**config.mk**
```make
export PLATFORM = sky130hd
export DESIGN_NAME = ffo_enum_ctrl_flat
export DESIGN_NICKNAME = d
export VERILOG_FILES = /design/src/rtl/ffo_enum_ctrl_if.sv /design/src/rtl/ffo_enum_ctrl.sv /design/src/flat_wrapper.sv
export SDC_FILE = /design/constraint.sdc
export NUM_CORES = 1
export LEC_CHECK = 0
export ABC_AREA = 0
export BUFFER_PORTS_ARGS = -buffer_cell sky130_fd_sc_hd__buf_2
export CAP_MARGIN = 10
export CELL_PAD_IN_SITES_DETAIL_PLACEMENT = 1
export CELL_PAD_IN_SITES_GLOBAL_PLACEMENT = 1
export CORE_UTILIZATION = 41
export CTS_CLUSTER_DIAMETER = 120
export CTS_CLUSTER_SIZE = 14
export DETAILED_ROUTE_END_ITERATION = 8
export GPL_TIMING_DRIVEN = 0
export PLACE_DENSITY = 0.83
export SYNTH_ARGS = -nofsm -noshare
export SYNTH_HDL_FRONTEND = slang
export SYNTH_SLANG_ARGS = --single-unit
```
**constraint.sdc**
```tcl
create_clock -name i_clk -period 3.6 [get_ports i_clk]
set_input_delay 0.72 -clock i_clk [delete_from_list [all_inputs] [get_ports i_clk]]
set_output_delay 0.72 -clock i_clk [all_outputs]
set_load 0.05 [all_outputs]
```
**src/rtl/ffo_enum_ctrl_if.sv**
```systemverilog
// Bundle between the set-bit enumerator, its upstream/downstream users and the
// sequential find-first-one unit.
//   start/din        : request and vector from upstream
//   busy             : enumerator not idle
//   pos_valid/pos/pos_ack : position stream to the consumer
//   done/count/err   : end-of-run pulse, emitted count, sticky timeout flag
//   ffo_start/ffo_b  : search request and vector to the FFO unit
//   ffo_v/ffo_p/ffo_ready : FFO result
// Bit i of din/ffo_b is position i; position 0 is searched first.
interface ffo_enum_ctrl_if #(
    parameter int unsigned N = 32
);
    localparam int unsigned PW = $clog2(N);

    logic          start;
    logic [N-1:0]  din;
    logic          busy;
    logic          pos_valid;
    logic [PW-1:0] pos;
    logic          pos_ack;
    logic          done;
    logic [PW:0]   count;
    logic          err;
    logic          ffo_start;
    logic [N-1:0]  ffo_b;
    logic          ffo_v;
    logic [PW-1:0] ffo_p;
    logic          ffo_ready;

    // Environment side: upstream, consumer and FFO unit
    modport master (
        output start, din, pos_ack, ffo_v, ffo_p, ffo_ready,
        input  busy, pos_valid, pos, done, count, err, ffo_start, ffo_b
    );

    // Enumerator side
    modport slave (
        input  start, din, pos_ack, ffo_v, ffo_p, ffo_ready,
        output busy, pos_valid, pos, done, count, err, ffo_start, ffo_b
    );
endinterface

```
**src/rtl/ffo_enum_ctrl.sv**
```systemverilog
// Enumerates every set bit of a vector, lowest position first, by driving a
// sequential find-first-one unit and clearing each bit it reports.
//   i_clk  : clock
//   i_rst  : asynchronous active-high reset
//   io_bus : ffo_enum_ctrl_if.slave (request, position stream, FFO unit)
module ffo_enum_ctrl #(
    parameter int unsigned N       = 32,
    parameter int unsigned TIMEOUT = 64
) (
    input  logic           i_clk,
    input  logic           i_rst,
    ffo_enum_ctrl_if.slave io_bus
);
    localparam int unsigned PW = $clog2(N);
    localparam int unsigned CW = PW + 1;
    localparam int unsigned TW = $clog2(TIMEOUT);

    typedef enum logic [2:0] {
        S_IDLE,
        S_LAUNCH,
        S_WAIT_LOW,
        S_WAIT_HIGH,
        S_EMIT,
        S_FINISH
    } state_t;

    state_t        r_state;
    state_t        w_state_nx;
    logic [N-1:0]  r_work;
    logic [N-1:0]  w_work_clr;
    logic [PW-1:0] r_pos;
    logic [CW-1:0] r_count;
    logic [TW-1:0] r_tmr;
    logic          r_busy;
    logic          r_pos_valid;
    logic          r_done;
    logic          r_err;
    logic          r_ffo_start;
    logic          w_accept;
    logic          w_hit;
    logic          w_ack;
    logic          w_timeout;
    logic          w_tmr_exp;

    // Last allowed cycle of a wait state
    assign w_tmr_exp = (r_tmr == TW'(TIMEOUT - 1));

    // State register
    always_ff @(posedge i_clk or posedge i_rst) begin
        if (i_rst) begin
            r_state <= S_IDLE;
        end else begin
            r_state <= w_state_nx;
        end
    end

    // Next state and datapath strobes
    always_comb begin
        w_state_nx = r_state;
        w_accept   = 1'b0;
        w_hit      = 1'b0;
        w_ack      = 1'b0;
        w_timeout  = 1'b0;
        w_work_clr = r_work;
        w_work_clr[io_bus.ffo_p] = 1'b0;
        unique case (r_state)
            S_IDLE: begin
                if (io_bus.start) begin
                    w_accept   = 1'b1;
                    w_state_nx = S_LAUNCH;
                end
            end
            S_LAUNCH: w_state_nx = S_WAIT_LOW;
            S_WAIT_LOW: begin
                // A ready left over from the previous search must drop first
                if (!io_bus.ffo_ready) begin
                    w_state_nx = S_WAIT_HIGH;
                end else if (w_tmr_exp) begin
                    w_timeout  = 1'b1;
                    w_state_nx = S_FINISH;
                end
            end
            S_WAIT_HIGH: begin
                if (io_bus.ffo_ready) begin
                    if (io_bus.ffo_v) begin
                        w_hit      = 1'b1;
                        w_state_nx = S_EMIT;
                    end else begin
                        w_state_nx = S_FINISH;
                    end
                end else if (w_tmr_exp) begin
                    w_timeout  = 1'b1;
                    w_state_nx = S_FINISH;
                end
            end
            S_EMIT: begin
                // Empty work skips the search that would only report v=0
                if (io_bus.pos_ack) begin
                    w_ack      = 1'b1;
                    w_state_nx = (r_work == '0) ? S_FINISH : S_LAUNCH;
                end
            end
            S_FINISH: w_state_nx = S_IDLE;
            default:  w_state_nx = S_IDLE;
        endcase
    end

    // Datapath, wait timer and registered outputs decoded from the next state
    always_ff @(posedge i_clk or posedge i_rst) begin
        if (i_rst) begin
            r_work      <= '0;
            r_pos       <= '0;
            r_count     <= '0;
            r_tmr       <= '0;
            r_busy      <= 1'b0;
            r_pos_valid <= 1'b0;
            r_done      <= 1'b0;
            r_err       <= 1'b0;
            r_ffo_start <= 1'b0;
        end else begin
            r_busy      <= (w_state_nx != S_IDLE);
            r_ffo_start <= (w_state_nx == S_LAUNCH);
            r_pos_valid <= (w_state_nx == S_EMIT);
            r_done      <= (w_state_nx == S_FINISH);
            if (w_accept) begin
                r_work  <= io_bus.din;
                r_count <= '0;
                r_err   <= 1'b0;
            end
            if (w_hit) begin
                r_pos  <= io_bus.ffo_p;
                r_work <= w_work_clr;
            end
            if (w_ack) begin
                r_count <= r_count + CW'(1);
            end
            if (w_timeout) begin
                r_err <= 1'b1;
            end
            if (w_state_nx != r_state) begin
                r_tmr <= '0;
            end else if (r_state == S_WAIT_LOW || r_state == S_WAIT_HIGH) begin
                r_tmr <= r_tmr + TW'(1);
            end
        end
    end

    assign io_bus.busy      = r_busy;
    assign io_bus.pos_valid = r_pos_valid;
    assign io_bus.pos       = r_pos;
    assign io_bus.done      = r_done;
    assign io_bus.count     = r_count;
    assign io_bus.err       = r_err;
    assign io_bus.ffo_start = r_ffo_start;
    assign io_bus.ffo_b     = r_work;
endmodule

```
**src/flat_wrapper.sv**
```systemverilog
// flat-port wrapper written by rule: the top's interface ports become plain ports
module ffo_enum_ctrl_flat 
#(
    parameter int unsigned N       = 32,
    parameter int unsigned TIMEOUT = 64
)
  (i_clk, i_rst, io_bus_start, io_bus_din, io_bus_pos_ack, io_bus_ffo_v, io_bus_ffo_p, io_bus_ffo_ready, io_bus_busy, io_bus_pos_valid, io_bus_pos, io_bus_done, io_bus_count, io_bus_err, io_bus_ffo_start, io_bus_ffo_b);
  ffo_enum_ctrl_if #(.N(N)) io_bus_i ();
  input  logic i_clk;
  input  logic i_rst;
  input wire logic [$bits(io_bus_i.start)-1:0] io_bus_start;
  input wire logic [$bits(io_bus_i.din)-1:0] io_bus_din;
  input wire logic [$bits(io_bus_i.pos_ack)-1:0] io_bus_pos_ack;
  input wire logic [$bits(io_bus_i.ffo_v)-1:0] io_bus_ffo_v;
  input wire logic [$bits(io_bus_i.ffo_p)-1:0] io_bus_ffo_p;
  input wire logic [$bits(io_bus_i.ffo_ready)-1:0] io_bus_ffo_ready;
  output wire logic [$bits(io_bus_i.busy)-1:0] io_bus_busy;
  output wire logic [$bits(io_bus_i.pos_valid)-1:0] io_bus_pos_valid;
  output wire logic [$bits(io_bus_i.pos)-1:0] io_bus_pos;
  output wire logic [$bits(io_bus_i.done)-1:0] io_bus_done;
  output wire logic [$bits(io_bus_i.count)-1:0] io_bus_count;
  output wire logic [$bits(io_bus_i.err)-1:0] io_bus_err;
  output wire logic [$bits(io_bus_i.ffo_start)-1:0] io_bus_ffo_start;
  output wire logic [$bits(io_bus_i.ffo_b)-1:0] io_bus_ffo_b;
  assign io_bus_i.start = io_bus_start;
  assign io_bus_i.din = io_bus_din;
  assign io_bus_i.pos_ack = io_bus_pos_ack;
  assign io_bus_i.ffo_v = io_bus_ffo_v;
  assign io_bus_i.ffo_p = io_bus_ffo_p;
  assign io_bus_i.ffo_ready = io_bus_ffo_ready;
  assign io_bus_busy = io_bus_i.busy;
  assign io_bus_pos_valid = io_bus_i.pos_valid;
  assign io_bus_pos = io_bus_i.pos;
  assign io_bus_done = io_bus_i.done;
  assign io_bus_count = io_bus_i.count;
  assign io_bus_err = io_bus_i.err;
  assign io_bus_ffo_start = io_bus_i.ffo_start;
  assign io_bus_ffo_b = io_bus_i.ffo_b;
  ffo_enum_ctrl #(.N(N), .TIMEOUT(TIMEOUT)) u_core (.i_clk(i_clk), .i_rst(i_rst), .io_bus(io_bus_i));
endmodule
```
==> results.json <==
{
  "status": "completed",
  "grt_usage_pct": 25.1,
  "initial_core_util_pct": 42.5,
  "setup_violations": 0,
  "period_share_pct": 56.5,
  "hold_violations": 0,
  "drv_slew": 0,
  "crit_slowest_cell": "nor4bb_1",
  "drc_errors": 0,
  "die_w_um": 86.1,
  "ios": 91,
  "cts-resized-gates": 0,
  "setup-tns-final_ns": 0,
  "start_kind": "primary input",
  "place_congestion": 0.825,
  "synth_area_sq_mm": 0.00290,
  "num-fill-cells": 832,
  "io_buffer_count": 90,
  "cts_tree": "built",
  "max_stage_delay_ns": 0.87,
  "ys_types": 52,
  "gr-total-overflow": 0,
  "timing.hold.ws_ns": 0.338,
  "finClkSkew_ns": 0.00737,
  "diodes": 0,
  "critical_path_required_ns": 3.82,
  "syn_inst": 291,
  "layout-drive-gt1-share_pct": 33.9,
  "crit_type": "in2reg",
  "post_cts_buffers": 0,
  "end_kind": "flip-flop",
  "die_height_um": 86.1,
  "vias": 2713,
  "antenna_found_initial": 0,
  "grt_max_degree": 44,
  "leakagePower_uw": 0.00175,
  "synth.net_count": 336,
  "cp_max_fo": 7,
  "grt_pass1_wl_mm": 14.2,
  "path_cells": "buf_2 > nor4bb_1 > nor2_1 > o21ai_0 > o21ai_0",
  "drt_iter0_drc": 171,
  "r2r_cells": 5,
  "rsz0062_at_grt": "false",
  "root_buffer": "clkbuf_8",
  "ys_seq_elements": 57,
  "rows": 30,
  "vdd_drop_max_v": 0.000548,
  "final_net_count": 438,
  "yosysWarnings": 0,
  "hold_buffers": 0,
  "cts_buffers": 9,
  "synth-edff-count": 0,
  "dp_hpwl_mm": 6.50,
  "clockBufferDepth": 2,
  "clk_latency_ns": 0.34,
  "area_growth_pct": 25.7,
  "max_freq_ghz": 0.491,
  "pwr_density_cell_mw_per_mm2": 931,
  "htreeDepth": 3,
  "cts.sinks": 57,
  "path_clk_slew_ns": 0.07,
  "viasPerCell": 5.49,
  "yosysSeqAreaShare_pct": 49.1,
  "period_needed_ns": 2.04,
  "syn_area_per_cell_sq_um": 9.98,
  "ys.flop_type": "dfrtp_1",
  "critPathArrivalTime_ns": 2.25,
  "max_slew.worst_pin.slew_ns": 0.994,
  "wl_per_cell_um": 17.2,
  "relSlewSlack_pct": 32.8,
  "wl_mm": 8.49,
  "core_area_sq_mm": 0.00683,
  "postRouteAntennaNets": 0,
  "critPathMostFrequentCell": "o21ai_0",
  "drv_cap": 0,
  "worst_hold_path_type": "in2async",
  "async_flop_share_pct": 100,
  "die-area_sq_mm": 0.00742,
  "grt_pass1_vias": 2790,
  "dr.pass1.iters": 4
}
[area by class of cell]
type	count	area (sq um)	area share, %
clock buffers	12	135	3.70
plain buffers	19	115	3.15
well taps	96	120	3.29
multi-input cells	211	1350	36.9
inverters	4	15.0	0.412
flip-flops and latches	57	1430	39.1
clock inverters	4	20.0	0.549
repair buffers	91	470	12.9
[flip-flops by register name, indices dropped and copies added (netlist names)]
name                     flops
u_core.r_tmr                 6
u_core.io_bus.done           1
u_core.io_bus.pos            5
u_core.io_bus.ffo_b         32
u_core.io_bus.ffo_start      1
u_core.io_bus.count          6
u_core.io_bus.busy           1
u_core.io_bus.err            1
u_core.r_state               3
u_core.io_bus.pos_valid      1
[worst paths after layout]
path                       slack, ns                             endpoint                           from
setup / recovery                1.56   u_core.io_bus.count[3]$_DFFE_PP0P_                 io_bus_pos_ack
hold / removal                  0.34   u_core.io_bus.count[5]$_DFFE_PP0P_                          i_rst
setup reg to reg                1.61   u_core.io_bus.count[3]$_DFFE_PP0P_    u_core.r_state[0]$_DFF_PP0_
hold reg to reg                 0.48        u_core.io_bus.err$_DFFE_PP0P_  u_core.io_bus.err$_DFFE_PP0P_
max in group asynchronous       2.72  u_core.io_bus.ffo_b[28]$_DFFE_PP0P_                          i_rst
min in group i_clk              0.48        u_core.io_bus.err$_DFFE_PP0P_  u_core.io_bus.err$_DFFE_PP0P_
[cells in the final DEF, fill, tap and decap left out, drive strengths merged, types with 2 or more instances in the layout]
master / n
buf: 104
dfrtp: 57
o21ai: 42
nor2: 40
a22o: 33
clkbuf: 18
nand2: 11
nor4: 9
a21oi: 8
nand3: 7
nand4: 5
mux2: 5
nand3b: 4
nor3: 4
clkinv: 4
nand2b: 4
or3b: 4
inv: 4
or3: 3
and3: 3
xor2: 3
or2: 2
a211o: 2
ha: 2
[per-stage QoR]
stage               instance area [sq um]  cells  setup WS (ns)  util, %  power (uW)
floorplan                            2900    291           1.48        -        2420
global placement                     3470    477          0.733     50.8        2860
detailed placement                   3490    478           1.19     51.1        2900
CTS                                  3650    494           1.54     53.4        3420
global route                         3650    494           1.41     53.4        3590
finish                               3650    494           1.56     53.4        3400
[report_power, final]
part	internal (uW)	switching [uW]	total (uW)	leakage, uW
combinational	549	1280	1830	0.000936
clock	245	257	503	0.0000839
sequential	876	191	1070	0.000734
total	1670	1730	3400	0.00175
[cells in the mapped netlist (2+ instances only)]
| library cell | n | area share [%] |
|---|---|---|
| nand3b_1 | 4 | 1.0 |
| a211o_1 | 2 | 0.60 |
| dfrtp_1 | 57 | 49 |
| nand2_1 | 11 | 1.4 |
| nand2b_1 | 3 | 0.65 |
| nand3_1 | 7 | 1.2 |
| buf_1 | 3 | 0.39 |
| buf_6 | 4 | 1.6 |
| mux2_2 | 5 | 1.9 |
| nand4_1 | 5 | 1.1 |
| o21ai_1 | 27 | 4.7 |
| a22o_1 | 33 | 10 |
| nor4_1 | 9 | 1.9 |
| or3_1 | 3 | 0.65 |
| inv_1 | 4 | 0.52 |
| ha_1 | 2 | 0.86 |
| o21ai_2 | 3 | 0.91 |
| or2_2 | 2 | 0.43 |
| buf_4 | 2 | 0.52 |
| nor3_1 | 4 | 0.69 |
| or3b_2 | 3 | 0.91 |
| and3_1 | 3 | 0.65 |
| o21ai_0 | 11 | 1.9 |
| xor2_1 | 3 | 0.91 |
| clkbuf_1 | 5 | 0.65 |
| buf_2 | 4 | 0.69 |
| a21oi_1 | 8 | 1.4 |
| nor2_1 | 40 | 5.2 |
[cell families after synthesis]
| logic type | after synthesis | share of synthesized area [%] |
|---|---|---|
| AND/OR/NAND/NOR | 103 | 18.8 |
| adder cells (fa/ha/maj) | 2 | 0.862 |
| flip-flops | 57 | 49.1 |
| XOR/XNOR | 4 | 1.21 |
| multiplexers | 5 | 1.94 |
| AO/OA/AOI/OAI | 97 | 23.6 |
| buffers and inverters | 23 | 4.48 |
[worst max-delay path: cells and delay by family]
| kind | cells | cell delay (ns) |
|---|---|---|
| compound gates | 2 | 0.30 |
| buf+inv | 1 | 0.14 |
| simple gates | 2 | 1.09 |
[routing by layer]
metal | vias to the layer above | GRT usage (%) | wire length, um | part of all wire (%)
met3 | 12 | 5.00 | 426 | 5.0
li1 | 1283 | - | - | -
met2 | 70 | 39.6 | 4070 | 48
met1 | 1348 | 33.7 | 3850 | 45
met4 | 0 | 10.2 | 144 | 1.7
met5 | - | 0 | 0 | 0
(Power assumes the default switching activity.)
